<file path="src/rtl/stopwatch_ctrl.sv">
// Stopwatch sequencing controller: button conditioning, count-rate prescaler and the
// IDLE/RUN/PAUSE/DONE machine driving the time-register select/load and lap display.
module stopwatch_ctrl #(
    parameter int DIV       = 1000000,
    parameter int DB_CYCLES = 1000000
) (
    input  logic       clk,
    input  logic       rst,
    input  logic       start,
    input  logic       lap,
    input  logic       T_comp,
    output logic [1:0] T_s,
    output logic       T_ld,
    output logic       lap_cap,
    output logic       disp_sel,
    output logic       running,
    output logic       tick,
    output logic [1:0] state_dbg
);

    localparam int DBW = (DB_CYCLES > 1) ? $clog2(DB_CYCLES) : 1;
    localparam int PW  = $clog2(DIV);
    localparam logic [DBW-1:0] DB_LAST = DBW'(DB_CYCLES - 1);
    localparam logic [PW-1:0]  P_LAST  = PW'(DIV - 1);

    typedef enum logic [1:0] {
        IDLE  = 2'd0,
        RUN   = 2'd1,
        PAUSE = 2'd2,
        DONE  = 2'd3
    } state_t;

    // Bit 0 is the start button, bit 1 the lap button.
    logic [1:0]     raw, sync1, sync2, db, db_d, press;
    logic [DBW-1:0] db_cnt [2];

    assign raw = {lap, start};

    always_ff @(posedge clk or posedge rst) begin
        if (rst) begin
            sync1 <= '0;
            sync2 <= '0;
            db    <= '0;
            db_d  <= '0;
            press <= '0;
            for (int i = 0; i < 2; i++) db_cnt[i] <= '0;
        end else begin
            sync1 <= raw;
            sync2 <= sync1;
            db_d  <= db;
            press <= db & ~db_d;
            for (int i = 0; i < 2; i++) begin
                // Any sample agreeing with the current level restarts the count.
                if (sync2[i] != db[i]) begin
                    if (db_cnt[i] == DB_LAST) begin
                        db[i]     <= sync2[i];
                        db_cnt[i] <= '0;
                    end else begin
                        db_cnt[i] <= db_cnt[i] + DBW'(1);
                    end
                end else begin
                    db_cnt[i] <= '0;
                end
            end
        end
    end

    state_t        state, nxt;
    logic [PW-1:0] pcnt;
    logic          start_p, lap_p, tick_nxt;

    assign start_p   = press[0];
    assign lap_p     = press[1];
    assign state_dbg = state;

    always_comb begin
        nxt = state;
        case (state)
            IDLE:    if (start_p && !T_comp) nxt = RUN;
            RUN: begin
                if (T_comp)       nxt = DONE;
                else if (start_p) nxt = PAUSE;
            end
            PAUSE: begin
                if (start_p && !T_comp)    nxt = RUN;
                else if (lap_p && !disp_sel) nxt = IDLE;
            end
            DONE:    if (lap_p) nxt = IDLE;
            default: nxt = IDLE;
        endcase
    end

    assign tick_nxt = (state == RUN) && !T_comp && (pcnt == P_LAST) && (nxt == RUN);

    always_ff @(posedge clk or posedge rst) begin
        if (rst) begin
            state    <= IDLE;
            pcnt     <= '0;
            tick     <= 1'b0;
            lap_cap  <= 1'b0;
            disp_sel <= 1'b0;
            running  <= 1'b0;
            T_s      <= 2'b00;
            T_ld     <= 1'b1;
        end else begin
            state   <= nxt;
            tick    <= tick_nxt;
            running <= (nxt == RUN);
            lap_cap <= 1'b0;

            // Prescaler holds outside RUN so a resume keeps the fractional period.
            if (state == IDLE) begin
                pcnt <= '0;
            end else if (state == RUN && !T_comp) begin
                if (pcnt == P_LAST) begin
                    if (nxt == RUN) pcnt <= '0;
                end else begin
                    pcnt <= pcnt + PW'(1);
                end
            end

            if (nxt == IDLE) begin
                disp_sel <= 1'b0;
            end else if (state == RUN && !T_comp && !start_p && lap_p) begin
                disp_sel <= ~disp_sel;
                lap_cap  <= ~disp_sel;
            end else if (state == PAUSE && !(start_p && !T_comp) && lap_p && disp_sel) begin
                disp_sel <= 1'b0;
            end

            case (nxt)
                IDLE: begin
                    T_s  <= 2'b00;
                    T_ld <= 1'b1;
                end
                RUN: begin
                    T_s  <= tick_nxt ? 2'b01 : 2'b10;
                    T_ld <= tick_nxt;
                end
                default: begin
                    T_s  <= 2'b10;
                    T_ld <= 1'b0;
                end
            endcase
        end
    end

endmodule

</file>
<file path="config.mk">
export PLATFORM = sky130hd
export DESIGN_NAME = stopwatch_ctrl
export DESIGN_NICKNAME = d
export VERILOG_FILES = /design/src/rtl/stopwatch_ctrl.sv
export SDC_FILE = /design/constraint.sdc
export NUM_CORES = 1
export LEC_CHECK = 0
export CAP_MARGIN = 20
export CORE_ASPECT_RATIO = 0.7
export CORE_UTILIZATION = 36
export DETAILED_ROUTE_END_ITERATION = 7
export PLACE_DENSITY = 0.54
export RECOVER_POWER = 100
export SYNTH_ARGS = -nofsm -noshare
export SYNTH_HDL_FRONTEND = slang
export SYNTH_SLANG_ARGS = --single-unit
</file>
<file path="constraint.sdc">
create_clock -name clk -period 3.04 [get_ports clk]
set_clock_uncertainty 0.05 [all_clocks]
set_input_delay 0.608 -clock clk [delete_from_list [all_inputs] [get_ports clk]]
set_output_delay 0.608 -clock clk [all_outputs]
set_load 0.03 [all_outputs]
</file>
# ---- Word level (Yosys, flattened, before mapping)
# Cells that the tools add are included.
dict set report totals {
  reg_bits 79
}
dict set report op_classes {
  add_sub_neg 3
  eq_ne 10
  mux 23
  bitwise_logic 3
  reduce_logical 21
}
# cell n
set op_table {}
lappend op_table {{two-way mux 20 bit} 8}
lappend op_table {{adder 20 x 1 -> 20 bit (second input constant)} 3}
lappend op_table {{equality test 20 bit (second input constant)} 3}
lappend op_table {{two-way mux 2 bit} 7}
lappend op_table {{logical AND 1 bit} 10}
lappend op_table {{one-hot mux 2 bit (4 select lines)} 1}
lappend op_table {{AND reduction 2 bit} 3}
lappend op_table {{two-way mux 1 bit} 5}
lappend op_table {{equality test 2 x 1 -> 1 bit (second input constant)} 2}
lappend op_table {{equality test 2 bit (second input constant)} 2}
lappend op_table {{logical NOT 1 bit} 4}
lappend op_table {{logical NOT 2 bit} 2}
lappend op_table {{one-hot mux 2 bit (2 select lines)} 1}
lappend op_table {{inequality test 3 x 1 -> 1 bit (second input constant)} 1}
lappend op_table {{nonzero test 3 bit} 1}
lappend op_table {{AND 2 bit} 1}
lappend op_table {{inequality test 1 bit} 2}
lappend op_table {{NOT 2 bit} 1}
lappend op_table {{one-hot mux 1 bit (2 select lines)} 1}
lappend op_table {{nonzero test 2 bit} 1}
lappend op_table {{NOT 1 bit} 1}

# ---- Logic depth before layout (Yosys ltp)
# Gate-level depths: netlist (run 1).
dict set report depth {
  ltp_word 10
  ltp_mapped 9
}

# ---- Least setup slack after synthesis (run 1)
# Ideal clock, no wire load.
dict set report synth_path {
  path_type {register to register}
  from {register state[0], in the netlist state_dbg[0]}
  to {register pcnt[8]}
  arrival_ps 1693
  required_time_ps 2907
  path_slack_ps 1215
  stages_incl_launch_ff 6
  n_path_buf 1
  cell_sequence {dfrtp_1 buf_4 inv_1 or3_1 or4_1 o21ai_0}
}
dict set report synth_between {
  elab_chain_cells 6
  elab_cells_between_ends 17
  classes_between {eq/ne (5); mux (8); reduce/logical (4)}
}
# item line_no
set synth_rtl {}
lappend synth_rtl {{start, declared} 68} ;# state_t state, nxt;
lappend synth_rtl {{start signal, assigned} 106} ;# state <= nxt;
lappend synth_rtl {{two-way mux 2 bit, on equally long branches} {86, 82}}
lappend synth_rtl {{two-way mux 2 bit, on equally long branches} {85, 81}}
lappend synth_rtl {{one-hot mux 2 bit (4 select lines)} 78} ;# case (state)
lappend synth_rtl {{equality test 2 x 1 -> 1 bit} 116} ;# if (nxt == RUN) pcnt <= '0;
lappend synth_rtl {{inequality test 3 x 1 -> 1 bit (no source line)} n/a}
lappend synth_rtl {{AND reduction 2 bit (no source line)} n/a}
lappend synth_rtl {{end signal, assigned} 118} ;# pcnt <= pcnt + PW'(1);
lappend synth_rtl {{end, declared} 69} ;# logic [PW-1:0] pcnt;
# Several ways; a longest one is shown, not always the timed one.
# A chain may end at the register's enable or synchronous reset.

# ---- Worst setup path in the final report (run 1)
dict set report layout_path {
  from {register db_cnt[2] (netlist name)}
  to {register db_cnt[12] (netlist name)}
}
dict set report layout_between {
  elab_chain_cells 3
  elab_cells_between_ends 4
  classes_between {add/sub (1); eq/ne (1); mux (2)}
}
# item line_no
set layout_rtl {}
lappend layout_rtl {{start, declared} 35} ;# logic [DBW-1:0] db_cnt [2];
lappend layout_rtl {{start signal, assigned by index} 59} ;# db_cnt[i] <= db_cnt[i] + DBW'(1);
lappend layout_rtl {{adder 20 x 1 -> 20 bit or equality test 20 bit (tied branches)} {59, 55}}
lappend layout_rtl {{two-way mux 20 bit *} 55} ;# if (db_cnt[i] == DB_LAST) begin
lappend layout_rtl {{two-way mux 20 bit *} 54} ;# if (sync2[i] != db[i]) begin
# Mark *: on every way between the ends. The rest lies on a longest branch, timed or not.

==> results of run 1 <==
logic make-up after synthesis:
kind of cell               after synthesis  share of synthesized area, %
DFF                                     78                          50.9
AOI/OAI and AO/OA                       58                          9.39
muxes                                    3                         0.848
adders and majority gates                3                         0.979
and+or+nand+nor                        190                          25.0
xor gates and xnor gates                37                          8.45
buffers and inverters                   27                          4.37
path summary, 6_finish.rpt:
path	from	end	slack [ns]	depth (start not counted)
min	sync1[0]$_DFF_PP0_	sync2[0]$_DFF_PP0_	0.31	0
max reg2reg	db_cnt[2]$_DFF_PP0_	db_cnt[12]$_DFF_PP0_	0.58	5
max in group asynchronous	rst	pcnt[17]$_DFFE_PP0P_	1.00	3
max	db_cnt[2]$_DFF_PP0_	db_cnt[12]$_DFF_PP0_	0.58	5
min reg2reg	sync1[0]$_DFF_PP0_	sync2[0]$_DFF_PP0_	0.31	0
min in group asynchronous	rst	db_cnt[23]$_DFF_PP0_	0.64	2
final cells by class:
| class | instances | area, sq um | share of cell area, % |
|---|---|---|---|
| clock buffers | 13 | 260 | 6.01 |
| flip-flops and latches | 78 | 1950 | 45.1 |
| repair buffers | 18 | 165 | 3.82 |
| multi-input cells | 291 | 1700 | 39.2 |
| inverters | 12 | 46.3 | 1.07 |
| clock inverters | 3 | 42.5 | 0.983 |
| well taps | 132 | 165 | 3.82 |
synthesized netlist by cell type, drive strengths merged (2+ instances only):
library cell and n:
a21oi 7, a31oi 24, and2 4, and3 7, and4 5, buf 14, dfrtp 77, ha 3
inv 12, mux2 2, nand2 41, nand2b 2, nand3 21, nand4 12, nor2 58, nor2b 4
nor3 13, nor4 6, nor4b 2, o211ai 2, o21ai 18, or2 5, or3 5, xnor2 19
xor2 18
power by group through the flow:
stage,Clock (uW),Combinational (uW),Sequential [uW]
after global placement,0,57.4,1070
after global routing,1150,64.3,1060
after floorplan,0,37.3,1070
after detailed placement,0,58.1,1070
final,1080,53.1,1060
after CTS,1120,58.5,1060
through the flow:
stage	total power [uW]	area (sq um)
after detailed placement	1130	4050
final	2190	4330
after global placement	1130	4050
after floorplan	1110	3840
after global routing	2280	4330
after CTS	2230	4350
layer usage:
| layer | global-route usage [%] | up-vias | routed length [um] |
|---|---|---|---|
| li1 | - | 1406 | - |
| met1 | 22.6 | 1346 | 4100 |
| met2 | 20.2 | 41 | 2950 |
| met3 | 4.35 | 9 | 277 |
| met4 | 4.77 | 0 | 78 |
| met5 | 0 | - | 0 |
state kept, by name (all words and copies together), names as in the netlist, 2 cells and up:
signal	count
db	2
pcnt	20
press	2
sync2	2
sync1	2
db_d	2
state_dbg	2
db_cnt	40
worst reg2reg max path: stages, from the launching register on:
cell and delay, ns:
dfrtp_1 0.39, and3_1 0.26, nand3_1 0.15, nor4_1 0.36, or2_0 0.95, nor2_1 0.13
layout by cell type, fill, tap and decap left out, types with 2 or more instances in the layout:
master,netlist,layout
a21oi_1,7,7
nor4_1,5,5
nor3_1,13,13
and2_1,3,3
a31oi_1,24,24
xnor2_1,19,19
or3_1,5,5
clkbuf_16,0,9
ha_1,3,3
nand4_1,11,12
clkbuf_8,0,2
dlygate4sd3_1,0,13
inv_1,12,11
and4_1,5,5
dfrtp_1,77,77
buf_4,3,4
and3_1,7,7
o21ai_0,12,12
clkbuf_1,1,2
o21ai_1,6,6
nor2b_1,4,4
xor2_1,18,18
nand2_1,40,40
nand3_1,21,21
mux2_2,2,2
nand2b_1,2,2
or2_2,4,3
nor2_1,58,58
==> results.py, run 1 <==
metrics = {
    "clock_tree": {
        "clock_path_buffers": 2,
        "clock-root-buffer": "clkbuf_16",
        "cts_sinks": 78,
        "cts_setup_buffers": 0,
        "cts_inserted_buffers": 9,
        "htree_levels": 3,
        "cts_hold_buf": 0,
        "clk_latency_ns": 0.33,
        "cts_resized": 0,
        "cts_tree": "built",
        "clk_pin_slew_worst_paths_ns": 0.06,
    },
    "timing": {
        "hold_violations": 0,
        "setup_viol": 0,
        "fin_crit_sh_pct": 80.8,
        "worst_slack_ns": 0.584,
        "drv_slew": 0,
        "rsz0062_at_grt": "no",
        "slew_headroom_pct": 20.3,
        "setup_tns_ns": 0,
        "worst_pin_slew_ns": 1.20,
        "fmax_ghz": 0.407,
        "post-route-min-period_ns": 2.46,
        "hold_ws_ns": 0.305,
    },
    "placed_design": {
        "portBuffers": 13,
        "pre_cts_ws_ns": 0.748,
        "place.detailed.hpwl_mm": 5.16,
        "place.gp.congestion": 0.779,
        "place_inst": 531,
    },
    "worst_setup_path": {
        "cpPeakStageDelay_ns": 0.95,
        "path_buf_inv": 0,
        "start_kind": "register",
        "end_kind": "register",
        "worstPathCellList": "and3_1 -> nand3_1 -> nor4_1 -> or2_0 -> nor2_1",
        "cp_data_required_time_ns": 3.15,
        "path_delay_family": "simple AND/OR/NAND/NOR gates",
        "critical_path_arrival_ns": 2.57,
        "worst_path_max_delay_cell": "or2_0",
        "crit_fanout": 20,
        "path_class": "reg2reg",
    },
    "yosys": {
        "netlist.area_leader.share_pct": 50.2,
        "synth_fp_nets": 404,
        "synth_flop_cell": "dfrtp_1",
        "yosys_warnings": 0,
        "synth_top_cell_by_area": "dfrtp_1",
        "ys_seq_area_share_pct": 50.9,
        "synth_cell_types": 50,
        "synth_seq_cells": 78,
        "syn_inst": 396,
        "synth_area_per_cell_sq_um": 9.69,
        "syn-cell-area_sq_um": 3840,
        "synthTopCellsByArea": "dfrtp_1 50%, nor2_1 5.7%, xnor2_1 4.3%",
        "postSynth.asyncResetShare_pct": 100,
        "synth_edf_count": 0,
    },
    "final_layout": {
        "antenna_cells": 0,
        "fin_cells": 547,
        "layout-drive-gt1-share_pct": 7.95,
        "syn2layout_area_growth_pct": 12.8,
        "nFillCells": 1004,
        "final_nets": 418,
        "fin_util_pct": 41.8,
    },
    "grt": {
        "grt_max_degree": 44,
        "grt_first_pass_wirelength_mm": 13.0,
        "grt-ovfl-total": 0,
        "grt_usage_pct": 15.0,
        "antenna_found_initial": 0,
        "grt_pass1_vias": 2583,
    },
    "pwr": {
        "vdd_drop_max_uv": 353,
        "swShare_pct": 20.4,
        "combPwrFrac_pct": 2.4,
        "p_int_uw": 1740,
        "p_sw_uw": 446,
        "clkPwrFrac_pct": 49.3,
        "power_leakage_uw": 0.00183,
        "power_density_nw_per_um2": 506,
        "seqPwrFrac_pct": 48.3,
    },
    "detailed_routing": {
        "routed-via-count": 2802,
        "firstDrtPassIters": 6,
        "wl_per_cell_um": 13.5,
        "dr.first_iter.drc_count": 202,
        "routed_wl_mm": 7.41,
        "via_per_inst": 5.12,
        "drc": 2,
        "ant_nets": 0,
    },
    "floorplan": {
        "ios": 14,
        "fp-row-count": 31,
        "fp.dieW_um": 125,
        "start_util_pct": 37.0,
        "fp.coreArea_sq_um": 10400,
        "die_area_sq_um": 11100,
        "die_h_um": 88.4,
    },
    "run_status": {
        "violations": "design-rule violations",
        "status": "finished with violations",
    },
    "min_path": {
        "min-delay-path-class": "reg2reg",
    },
    "job": {
        "maxCapViolCount": 0,
    },
}
(Power assumes the default switching activity.)
==> run 2, diff against run 1 <==
--- a/config.mk
+++ b/config.mk
@@ -9,7 +9,7 @@
 export CORE_ASPECT_RATIO = 0.7
 export CORE_UTILIZATION = 36
 export DETAILED_ROUTE_END_ITERATION = 7
-export PLACE_DENSITY = 0.54
+export PLACE_DENSITY = 0.56
 export RECOVER_POWER = 100
 export SYNTH_ARGS = -nofsm -noshare
 export SYNTH_HDL_FRONTEND = slang
==> constraint.sdc (replaced) <==
create_clock -name clk -period 2.05 [get_ports clk]
set_clock_uncertainty 0.05 [all_clocks]
set_input_delay 0.41 -clock clk [delete_from_list [all_inputs] [get_ports clk]]
set_output_delay 0.41 -clock clk [all_outputs]
set_load 0.03 [all_outputs]
==> results.py, run 2 (synthesis gave the netlist of run 1 again) <==
metrics = {
    "final_layout": {
        "largest_reg_flops": 40,
        "final_nets": 434,
        "antenna_cells": 0,
        "seq_area_sq_um": 1950,
        "fin_cells": 563,
        "syn2layout_area_growth_pct": 16.7,
        "top_register": "db_cnt",
        "layout-drive-gt1-share_pct": 11.6,
        "multiInputGateArea_sq_um": 1710,
        "reg_top3": "db_cnt (40), pcnt (20)",
        "nFillCells": 982,
        "final_common_cell": "dfrtp_1",
        "final_cell_mix": "77 x dfrtp_1, 58 x nor2_1, 40 x nand2_1, 24 x a31oi_1, 21 x nand3_1",
    },
    "run_status": {
        "status": "finished with violations",
        "violations": "design-rule violations",
    },
    "pwr": {
        "vdd_drop_max_uv": 451,
        "power_leakage_uw": 0.00193,
        "total_power_uw": 3240,
        "power_density_nw_per_um2": 724,
    },
    "worst_setup_path": {
        "worstPathCellList": "clkdlybuf4s50_1",
        "reg2reg_to": "pcnt[18]$_DFFE_PP0P_",
        "worst_path_max_delay_cell": "clkdlybuf4s50_1",
        "cp_data_required_time_ns": 1.59,
        "worstReg2RegStart": "pcnt[1]$_DFFE_PP0P_",
        "start_kind": "register",
        "crit_fanout": 1,
        "cpPeakStageDelay_ns": 0.65,
        "critical_path_arrival_ns": 1.50,
        "path_delay_family": "buffers and inverters",
        "path_buf_inv": 1,
        "reg2reg_slack_ns": 0.13,
        "path_class": "reg2out",
        "end_kind": "primary output",
        "reg2reg_depth": 7,
    },
    "timing": {
        "slew_headroom_pct": 47.0,
        "setup_viol": 0,
        "hold_violations": 0,
        "post-route-min-period_ns": 1.96,
        "rsz0062_at_grt": "no",
        "worst_pin_slew_ns": 0.791,
        "drv_slew": 0,
        "fin_crit_sh_pct": 95.7,
        "fmax_ghz": 0.510,
        "setup_tns_ns": 0,
    },
    "floorplan": {
        "fp.coreArea_sq_um": 10400,
        "die_h_um": 88.4,
        "die_area_sq_um": 11100,
        "start_util_pct": 37.0,
        "fp.dieW_um": 125,
        "ios": 14,
        "fp-row-count": 31,
    },
    "min_path": {
        "holdCritStartpoint": "sync1[1]$_DFF_PP0_",
        "min-delay-path-class": "reg2reg",
        "holdPathStages": 0,
        "worstHoldEndpoint": "sync2[1]$_DFF_PP0_",
    },
    "clock_tree": {
        "htree_levels": 3,
        "clock_path_buffers": 2,
        "clk_pin_slew_worst_paths_ns": 0.06,
        "cts_hold_buf": 0,
        "cts_resized": 1,
        "clock-root-buffer": "clkbuf_16",
        "cts_sinks": 78,
        "cts_tree": "built",
        "cts_inserted_buffers": 9,
        "clk_latency_ns": 0.34,
        "cts_setup_buffers": 0,
    },
    "grt": {
        "grt_usage_pct": 14.9,
        "grt_pass1_vias": 2677,
        "grt_max_degree": 32,
        "grt_first_pass_wirelength_mm": 12.8,
        "grt-ovfl-total": 0,
        "antenna_found_initial": 0,
    },
    "detailed_routing": {
        "via_per_inst": 5.04,
        "ant_nets": 0,
        "dr.first_iter.drc_count": 178,
        "routed-via-count": 2835,
        "routed_wl_mm": 7.48,
        "wl_per_cell_um": 13.3,
        "firstDrtPassIters": 6,
        "drc": 2,
    },
    "placed_design": {
        "place_inst": 547,
        "portBuffers": 13,
        "place.detailed.hpwl_mm": 5.29,
        "place.gp.congestion": 0.784,
    },
    "job": {
        "maxCapViolCount": 0,
    },
}
[run 2: cell type report]
type / instances / share of cell area, %
Clock buffer: 10 / 5.34
Clock inverter: 6 / 1.37
Inverter: 12 / 1.03
Multi-Input combinational cell: 291 / 38.2
Sequential cell: 78 / 43.6
Tap cell: 132 / 3.69
Timing Repair Buffer: 34 / 6.73
[run 2: power by group]
part / switching, uW / internal [uW] / total (uW)
sequential: 10.6 / 1550 / 1570
combinational: 59.8 / 30.6 / 90.4
clock: 617 / 970 / 1590
[run 2: stage by stage]
stage	setup slack (ns)	area, sq um	util (%)	hold WS [ns]
2_1_floorplan	0.225	3840	-	0.281
3_3_place_gp	0.0600	4210	40.6	0.286
3_5_place_dp	0.0258	4210	40.6	0.288
4_1_cts	0.0703	4510	43.5	0.300
5_1_grt	0.0442	4480	43.2	0.317
6_report	0.0888	4480	43.2	0.300
[run 2: layer usage]
layer / vias to the layer above / wire [um] / share of wire (%) / GRT usage, %
li1: 1439 / - / - / -
met4: 0 / 91 / 1.2 / 5.32
met5: - / 0 / 0 / 0
met1: 1347 / 4090 / 55 / 21.7
met3: 9 / 312 / 4.2 / 4.78
met2: 40 / 2990 / 40 / 20.7
[run 2: worst max path at each step]
stage / start / end / slack (ns) / cells after the start
global route: pcnt[6]$_DFFE_PP0P_ / T_s[1]$_DFF_PP0_ / 0.04 / 5
finish: T_ld$_DFF_PP1_ / T_ld / 0.09 / 1
global placement: T_comp / pcnt[8]$_DFFE_PP0P_ / 0.06 / 4
floorplan: state_dbg[0]$_DFF_PP0_ / pcnt[8]$_DFFE_PP0P_ / 0.22 / 5
detailed placement: T_comp / pcnt[8]$_DFFE_PP0P_ / 0.03 / 4
CTS: T_ld$_DFF_PP1_ / T_ld / 0.07 / 1
==> run 3, diff against run 2 <==
--- a/config.mk
+++ b/config.mk
@@ -6,11 +6,13 @@
 export NUM_CORES = 1
 export LEC_CHECK = 0
 export CAP_MARGIN = 20
-export CORE_ASPECT_RATIO = 0.7
+export CORE_ASPECT_RATIO = 1.25
 export CORE_UTILIZATION = 36
+export CTS_CLUSTER_DIAMETER = 80
 export DETAILED_ROUTE_END_ITERATION = 7
 export PLACE_DENSITY = 0.56
 export RECOVER_POWER = 100
+export SLEW_MARGIN = 20
 export SYNTH_ARGS = -nofsm -noshare
 export SYNTH_HDL_FRONTEND = slang
 export SYNTH_SLANG_ARGS = --single-unit
==> results.py, run 3 (synthesis gave the netlist of run 1 again) <==
metrics = {
    "floorplan": {
        "start_util_pct": 37.6,
        "die_area_sq_um": 11100,
        "fp.coreArea_sq_um": 10200,
        "die_h_um": 117,
        "fp.dieW_um": 94.3,
        "fp-row-count": 41,
        "ios": 14,
    },
    "grt": {
        "grt_first_pass_wirelength_mm": 13.6,
        "grt_pass1_vias": 2931,
        "grt-ovfl-total": 0,
        "antenna_found_initial": 0,
        "grt_usage_pct": 15.7,
        "grt_max_degree": 34,
    },
    "clock_tree": {
        "clk_pin_slew_worst_paths_ns": 0.06,
        "cts_setup_buffers": 0,
        "clock_path_buffers": 2,
        "htree_levels": 3,
        "cts_resized": 1,
        "clk_latency_ns": 0.33,
        "clock-root-buffer": "clkbuf_16",
        "cts_inserted_buffers": 9,
        "cts_tree": "built",
        "cts_sinks": 78,
        "cts_hold_buf": 0,
    },
    "worst_setup_path": {
        "cp.depth": 1,
        "cp_data_required_time_ns": 1.59,
        "cpPeakStageDelay_ns": 0.77,
        "end_kind": "primary output",
        "reg2reg_slack_ns": 0.18,
        "start_kind": "register",
        "path_buf_inv": 1,
        "crit_fanout": 3,
        "reg2reg_depth": 7,
        "path_class": "reg2out",
        "worst_path_max_delay_cell": "dlygate4sd3_1",
        "worstPathCellList": "dlygate4sd3_1",
        "path_delay_family": "buffers and inverters",
        "critical_path_arrival_ns": 1.50,
    },
    "pwr": {
        "combPwrFrac_pct": 2.5,
        "total_power_uw": 3410,
        "p_sw_uw": 700,
        "p_int_uw": 2710,
        "power_leakage_uw": 0.00196,
        "swShare_pct": 20.5,
        "clkPwrFrac_pct": 51.7,
        "seqPwrFrac_pct": 45.9,
        "vdd_drop_max_uv": 438,
        "power_density_nw_per_um2": 753,
    },
    "timing": {
        "setup_tns_ns": 0,
        "rsz0062_at_grt": "no",
        "setup_viol": 0,
        "slew_headroom_pct": 50.5,
        "fin_crit_sh_pct": 95.8,
        "post-route-min-period_ns": 1.96,
        "hold_violations": 0,
        "fmax_ghz": 0.509,
        "worst_pin_slew_ns": 0.743,
        "drv_slew": 0,
    },
    "final_layout": {
        "reg_top3": "db_cnt (40), pcnt (20)",
        "final_common_cell": "dfrtp_1",
        "antenna_cells": 0,
        "largest_reg_flops": 40,
        "syn2layout_area_growth_pct": 18.1,
        "final_nets": 436,
        "final_cell_mix": "77 x dfrtp_1, 58 x nor2_1, 40 x nand2_1, 24 x a31oi_1, 21 x nand3_1",
        "layout-drive-gt1-share_pct": 12.9,
        "fin_util_pct": 44.4,
        "top_register": "db_cnt",
    },
    "min_path": {
        "holdPathStages": 0,
        "min-delay-path-class": "reg2reg",
    },
    "detailed_routing": {
        "firstDrtPassIters": 4,
        "routed-via-count": 2936,
        "dr.first_iter.drc_count": 73,
        "wl_per_cell_um": 13.7,
        "ant_nets": 0,
        "drc": 0,
        "via_per_inst": 5.22,
        "routed_wl_mm": 7.68,
    },
    "job": {
        "maxCapViolCount": 0,
    },
    "run_status": {
        "status": "finished, final reports clean",
    },
    "placed_design": {
        "portBuffers": 13,
        "place.gp.congestion": 0.818,
        "place.detailed.hpwl_mm": 5.32,
    },
}
[run 3: changes by cell type in the layout (fill, tap and decap cells not counted), moves of 2 or more]
cell / delta
clkbuf_1: -2
clkinv_2: -2
o21ai_0: -2
o21ai_1: +2
[run 3: worst paths after layout]
| check | startpoint | endpoint |
|---|---|---|
| setup / recovery | disp_sel$_DFFE_PP0P_ | disp_sel |
| hold / removal | sync1[0]$_DFF_PP0_ | sync2[0]$_DFF_PP0_ |
| setup reg to reg | db_cnt[20]$_DFF_PP0_ | db_cnt[22]$_DFF_PP0_ |
| hold reg to reg | sync1[0]$_DFF_PP0_ | sync2[0]$_DFF_PP0_ |
| max in group asynchronous | rst | T_s[1]$_DFF_PP0_ |
| min in group asynchronous | rst | db_cnt[6]$_DFF_PP0_ |
[run 3: power by group through the flow]
| stage | sequential (uW) | combinational, uW | clock [uW] |
|---|---|---|---|
| finish | 1570 | 84.1 | 1760 |
| global route | 1570 | 100 | 1880 |
| CTS | 1560 | 98.3 | 1810 |
| detailed placement | 1590 | 97.9 | 0 |
| global placement | 1590 | 96.9 | 0 |
| floorplan | 1590 | 55.8 | 0 |
[run 3: area by class of cell]
| type | count | area (sq um) |
|---|---|---|
| repair buffers | 36 | 323 |
| multi-input cells | 291 | 1710 |
| clock buffers | 11 | 253 |
| fillers | 957 | 5680 |
| well taps | 129 | 161 |
| flip-flops and latches | 78 | 1950 |
| inverters | 12 | 46.3 |
| clock inverters | 5 | 81.3 |
[run 3: stage by stage]
stage	cells	instance area (sq um)	worst slack, ns	hold WS [ns]
after floorplan	396	3840	0.225	0.281
after global placement	546	4230	0.0609	0.286
after detailed placement	546	4230	0.0118	0.296
after CTS	562	4560	0.0676	0.309
after global routing	562	4530	0.0286	0.316
final	562	4530	0.0851	0.305
[run 3: metal layers]
layer  wire, um  global-route usage, %  part of all wire (%)
met3        205                   3.11                   2.7
met2       3860                   25.3                    50
met5          0                      0                     0
met4        145                   7.21                   1.9
met1       3470                   20.1                    45
[run 3: worst reg2reg max path, stage by stage, from the launching register on]
cell,delay (ns)
dfrtp_1,0.40
ha_1,0.20
nand3_1,0.10
or2_2,0.33
nor3_1,0.25
or2_2,0.16
buf_6,0.18
nor2_1,0.08
